$ cat src/rtl/phase_ctrl.sv
// ---------------------------------------------------------------------------
// phase_ctrl
// Run-control sequencer for the cpu15 datapath. Steps a single-clock datapath
// through one-hot phase enables FT -> DC -> EX -> WB. The host/debug side can
// start, stop and single-step it. It halts on a HALT instruction, a PC
// breakpoint, or a stop/step request, and it counts retired instructions.
//
// Ports
//   CLK         system clock, all state changes on posedge
//   RESET       synchronous active-high reset, overrides every other input
//   START       pulse: continuous run (IDLE/HALT only)
//   STOP        pulse: halt after the current instruction
//   STEP        pulse: run exactly one instruction (IDLE/HALT only)
//   HALT_INSN   executing opcode is HALT (looked at in EX only)
//   BP_EN       breakpoint enable
//   BP_ADDR     breakpoint address
//   P_COUNT     next-instruction address from exec
//   EN_FT/DC/EX/WB  one-hot phase enables
//   BUSY        instruction in flight (FT..WB)
//   HALTED      sequencer parked in HALT
//   HALT_CAUSE  0 none, 1 HALT_INSN, 2 breakpoint, 3 STOP/STEP
//   INSN_CNT    retired instruction count, wraps modulo 2^ICNT_W
// ---------------------------------------------------------------------------
module phase_ctrl #(
    parameter int unsigned PC_W   = 8,
    parameter int unsigned ICNT_W = 16
) (
    input  logic              CLK,
    input  logic              RESET,
    input  logic              START,
    input  logic              STOP,
    input  logic              STEP,
    input  logic              HALT_INSN,
    input  logic              BP_EN,
    input  logic [PC_W-1:0]   BP_ADDR,
    input  logic [PC_W-1:0]   P_COUNT,
    output logic              EN_FT,
    output logic              EN_DC,
    output logic              EN_EX,
    output logic              EN_WB,
    output logic              BUSY,
    output logic              HALTED,
    output logic [1:0]        HALT_CAUSE,
    output logic [ICNT_W-1:0] INSN_CNT
);

    typedef enum logic [2:0] {
        S_IDLE = 3'd0,
        S_FT   = 3'd1,
        S_DC   = 3'd2,
        S_EX   = 3'd3,
        S_WB   = 3'd4,
        S_HALT = 3'd5
    } state_e;

    localparam logic [1:0] CAUSE_NONE = 2'd0;
    localparam logic [1:0] CAUSE_INSN = 2'd1;
    localparam logic [1:0] CAUSE_BP   = 2'd2;
    localparam logic [1:0] CAUSE_STOP = 2'd3;

    state_e            state_q, state_d;
    logic              step_mode_q, step_mode_d;
    logic              stop_pend_q, stop_pend_d;
    logic              halt_pend_q, halt_pend_d;
    logic [1:0]        cause_q, cause_d;
    logic [ICNT_W-1:0] cnt_q, cnt_d;

    // Output flops are loaded from the decoded next state, so they track the
    // state register exactly while coming straight from flops.
    logic              en_ft_q, en_ft_d;
    logic              en_dc_q, en_dc_d;
    logic              en_ex_q, en_ex_d;
    logic              en_wb_q, en_wb_d;
    logic              busy_q, busy_d;
    logic              halted_q, halted_d;

    logic              bp_hit_c;
    logic              stop_now_c;

    // Breakpoint looks at the PC of the instruction about to be fetched.
    assign bp_hit_c   = BP_EN && (P_COUNT == BP_ADDR);
    // A STOP landing in the WB cycle still counts for this instruction.
    assign stop_now_c = stop_pend_q || STOP;

    // Next-state, flag and output decode.
    always_comb begin
        state_d     = state_q;
        step_mode_d = step_mode_q;
        stop_pend_d = stop_pend_q;
        halt_pend_d = halt_pend_q;
        cause_d     = cause_q;
        cnt_d       = cnt_q;

        case (state_q)
            S_IDLE, S_HALT: begin
                if (START) begin
                    state_d     = S_FT;
                    step_mode_d = 1'b0;
                    cause_d     = CAUSE_NONE;
                end else if (STEP) begin
                    state_d     = S_FT;
                    step_mode_d = 1'b1;
                    cause_d     = CAUSE_NONE;
                end
            end
            S_FT: begin
                state_d     = S_DC;
                stop_pend_d = stop_pend_q || STOP;
            end
            S_DC: begin
                state_d     = S_EX;
                stop_pend_d = stop_pend_q || STOP;
            end
            S_EX: begin
                state_d     = S_WB;
                stop_pend_d = stop_pend_q || STOP;
                halt_pend_d = halt_pend_q || HALT_INSN;
            end
            S_WB: begin
                cnt_d       = cnt_q + ICNT_W'(1);
                stop_pend_d = 1'b0;
                halt_pend_d = 1'b0;
                if (halt_pend_q) begin
                    state_d = S_HALT;
                    cause_d = CAUSE_INSN;
                end else if (bp_hit_c) begin
                    state_d = S_HALT;
                    cause_d = CAUSE_BP;
                end else if (stop_now_c || step_mode_q) begin
                    state_d = S_HALT;
                    cause_d = CAUSE_STOP;
                end else begin
                    state_d = S_FT;
                end
            end
            default: begin
                state_d = S_IDLE;
            end
        endcase

        en_ft_d  = (state_d == S_FT);
        en_dc_d  = (state_d == S_DC);
        en_ex_d  = (state_d == S_EX);
        en_wb_d  = (state_d == S_WB);
        busy_d   = (state_d == S_FT) || (state_d == S_DC) ||
                   (state_d == S_EX) || (state_d == S_WB);
        halted_d = (state_d == S_HALT);
    end

    // State and output registers.
    always_ff @(posedge CLK) begin
        if (RESET) begin
            state_q     <= S_IDLE;
            step_mode_q <= 1'b0;
            stop_pend_q <= 1'b0;
            halt_pend_q <= 1'b0;
            cause_q     <= CAUSE_NONE;
            cnt_q       <= '0;
            en_ft_q     <= 1'b0;
            en_dc_q     <= 1'b0;
            en_ex_q     <= 1'b0;
            en_wb_q     <= 1'b0;
            busy_q      <= 1'b0;
            halted_q    <= 1'b0;
        end else begin
            state_q     <= state_d;
            step_mode_q <= step_mode_d;
            stop_pend_q <= stop_pend_d;
            halt_pend_q <= halt_pend_d;
            cause_q     <= cause_d;
            cnt_q       <= cnt_d;
            en_ft_q     <= en_ft_d;
            en_dc_q     <= en_dc_d;
            en_ex_q     <= en_ex_d;
            en_wb_q     <= en_wb_d;
            busy_q      <= busy_d;
            halted_q    <= halted_d;
        end
    end

    assign EN_FT      = en_ft_q;
    assign EN_DC      = en_dc_q;
    assign EN_EX      = en_ex_q;
    assign EN_WB      = en_wb_q;
    assign BUSY       = busy_q;
    assign HALTED     = halted_q;
    assign HALT_CAUSE = cause_q;
    assign INSN_CNT   = cnt_q;

    // Phase enables never overlap and BUSY mirrors them.
    a_onehot: assert property (@(posedge CLK) disable iff (RESET)
        $onehot0({en_ft_q, en_dc_q, en_ex_q, en_wb_q}));
    a_busy: assert property (@(posedge CLK) disable iff (RESET)
        busy_q == (en_ft_q | en_dc_q | en_ex_q | en_wb_q));
    a_excl: assert property (@(posedge CLK) disable iff (RESET)
        !(busy_q && halted_q));

endmodule

$ cat config.mk
export PLATFORM = sky130hd
export DESIGN_NAME = phase_ctrl
export DESIGN_NICKNAME = d
export VERILOG_FILES = /design/src/rtl/phase_ctrl.sv
export SDC_FILE = /design/constraint.sdc
export NUM_CORES = 1
export LEC_CHECK = 0
export CAP_MARGIN = 0
export CORE_ASPECT_RATIO = 1.25
export CORE_MARGIN = 2
export CORE_UTILIZATION = 45
export CTS_CLUSTER_DIAMETER = 120
export DETAILED_ROUTE_END_ITERATION = 10
export HOLD_SLACK_MARGIN = 0.06
export PLACE_DENSITY = 0.79
export SLEW_MARGIN = 20
export SYNTH_ARGS = -nofsm -noshare
export SYNTH_HDL_FRONTEND = slang
export SYNTH_SLANG_ARGS = --single-unit
$ cat constraint.sdc
create_clock -name CLK -period 2.2 [get_ports CLK]
set_input_delay 0.22 -clock CLK [delete_from_list [all_inputs] [get_ports CLK]]
set_output_delay 0.22 -clock CLK [all_outputs]
set_load 0.1 [all_outputs]
==> qor.txt <==
IR drop worst, VDD -> 546.2 uV
DIE WIDTH -> 54.09 um
Via count -> 1330
Die height -> 66.62 um
Share of cells above drive strength 1 -> 0.2077
Synth top area share -> 0.4255
Max clock buf depth -> 2
CTS tree -> done
CTS Hold Bufs -> 0
Post-Place Cell Area -> 1837 um^2
DR iter-0 viols -> 24
Leak pwr -> 0.7376 nW
HPWL after DPL -> 2.409 mm
Post-synth top cells -> dfxtp_1, nor2_1, xnor2_1, xor2_1, nand2_1
#FFs+latches synth -> 30
GR Util All Layers -> 0.2057
Ys async rst share -> 0
Ys Warns -> 0
CP Data Required Time -> 2.43 ns
Post-Syn Instances -> 161
Cts repair resizes -> 0
Crit-path cells -> xor2_1 -> nor3_1 -> or3_1 -> a22o_1
Met1 usage -> 0.2315
Sink Count -> 30
Reg2reg path depth -> 4
Drt first pass iters -> 4
Core area -> 2973 um^2
Layout net count -> 230
Final Max Slew Viols -> 0
GRT overflow -> 0
Worst slew pin tran -> 0.5997 ns
Outcome -> completed
Area Overhead vs Synth -> 34.66%
WS Path Type -> reg2reg
Die ar. -> 3603 um^2
Max Cap Violations -> 0
Leading area contributor after synthesis -> dfxtp_1
Number of global-route vias before repair -> 1215
Sequential fraction of the synthesis area -> 0.4255
EDFF count, synth -> 0
Root buffer cell -> clkbuf_4
Fmax -> 522.5 MHz
Reg clk slew, reported paths -> 0.10 ns
Hold Path Cell Cnt -> 2
Met2 Usage GRT -> 0.3521
Avg Inst Size Synth -> 8.766 um^2
Critical Path AT -> 2.14 ns
Ant diodes -> 0
Wire per inst -> 13.42 um
Clk_lat worst skew -> 0.33 ns
Main synth FF type -> dfxtp_1
Critical Path End Type -> flip-flop
Post-Route WL -> 3.261 mm
RSZ-0062 raised after global routing -> no
Placed insts -> 235
Layout Cells excl Fill -> 243
Row cnt -> 22
Tmin final -> 1.914 ns
Largest net degree at the start of global routing -> 24
Hold Crit Class -> reg2reg
First-pass GRT wire length -> 5.333 mm
Final setup fails -> 0
Worst slew margin -> 0.5997
Setup Buffers After CTS -> 0
Top Ports -> 47
CTS Buf Count -> 5
Worst-path fanout max -> 17
Core Util, Final -> 0.6393
Finished Cell Area -> 1901 um^2
CP Launch Type -> flip-flop
Yosys cell types -> 39
Most area-consuming cells after synthesis -> dfxtp_1, xnor2_1, xor2_1
Pwr dens -> 639.4 nW/um^2
Most common cell in the netlist -> dfxtp_1
CP max stage delay -> 0.72 ns
GRT Max-Usage Layer -> met2
Post-Syn Nets -> 185
CP max stage cell -> dfxtp_1
Routed vias/inst -> 5.473
Met3 usage in global routing -> 0.05830
Final Skew -> 0.01367 ns
Post-route ant nets -> 0
Setup TNS -> 0 ns
Starting density of the core -> 0.4747
Residual DRC -> 0
Synthesized cell area -> 1411 um^2
PortBufs -> 46
H-Tree Depth -> 2
Gpl congestion -> 0.8524
Tcrit/Tclk final -> 0.8700
Final hold violation count -> 0
Initial antenna violation count -> 0
[cell usage in the layout, fill, tap and decap left out, types with 2 or more instances in the layout]
master,count
nand3_1,8
buf_4,26
nor4b_1,3
nand4_1,5
xor2_1,12
and3_1,2
nor2_1,26
a21oi_1,6
clkdlybuf4s50_1,22
nor4_1,3
xnor2_1,13
nor2b_1,2
dfxtp_2,4
nor3b_1,4
nand2_1,9
dfxtp_1,26
nor3_1,7
clkbuf_4,5
[final cells by class]
type                            count  area [um^2]
Multi-Input combinational cell    121        770.7
Clock buffer                        6        51.30
Tap cell                           36        45.04
Fill cell                         264         1072
Sequential cell                    30        605.6
Timing Repair Buffer               48        415.4
Clock inverter                      2        12.51
[state kept, by name, summed over array words and instances, names as in the netlist]
signal and flops:
stop_pend_q 1, INSN_CNT 16, EN_DC 1, EN_FT 1, HALT_CAUSE 2, EN_WB 1
step_mode_q 1, EN_EX 1, halt_pend_q 1, state_q 3, HALTED 1, BUSY 1
[per-stage QoR]
stage	power [W]	hold slack, ns	setup WS (ns)
after floorplan	0.0007968	0.3166	0.04342
after global placement	0.0008695	0.4678	0.2905
after detailed placement	0.0008793	0.4918	0.2214
after CTS	0.001221	0.5204	0.3477
after global routing	0.001262	0.5595	0.1509
final	0.001215	0.5166	0.2860
[critical path: cells and delay by family (launching register included)]
kind / cells / cell delay [ns]
DFF: 1 / 0.72
and+or+nand+nor: 2 / 0.57
xor gates and xnor gates: 1 / 0.31
AOI/OAI and AO/OA: 1 / 0.22
[cell families after synthesis]
family | share of synthesized area
XOR/XNOR | 0.1551
multiplexers | 0.007978
AO/OA/AOI/OAI | 0.08600
buffers and inverters | 0.02836
adder cells (fa/ha/maj) | 0.008864
AND/OR/NAND/NOR | 0.2881
flip-flops | 0.4255
[path summary, 6_finish.rpt]
check / from / endpoint / slack [ns]
max: state_q[2] / HALT_CAUSE[0] / 0.29
min: INSN_CNT[15] / INSN_CNT[15] / 0.52
max reg2reg: state_q[2] / HALT_CAUSE[0] / 0.29
min reg2reg: INSN_CNT[15] / INSN_CNT[15] / 0.52
[metal layers]
layer | wire [um] | up-vias
li1 | - | 656
met5 | 0 | -
met4 | 56 | 0
met1 | 1339 | 616
met3 | 218 | 5
met2 | 1647 | 53
[power breakdown]
| part | internal, W | switching, W |
|---|---|---|
| registers | 0.000567 | 0.0000396 |
| clock network | 0.000153 | 0.000192 |
| logic | 0.000109 | 0.000154 |
Power figures use the tool's default switching activity.
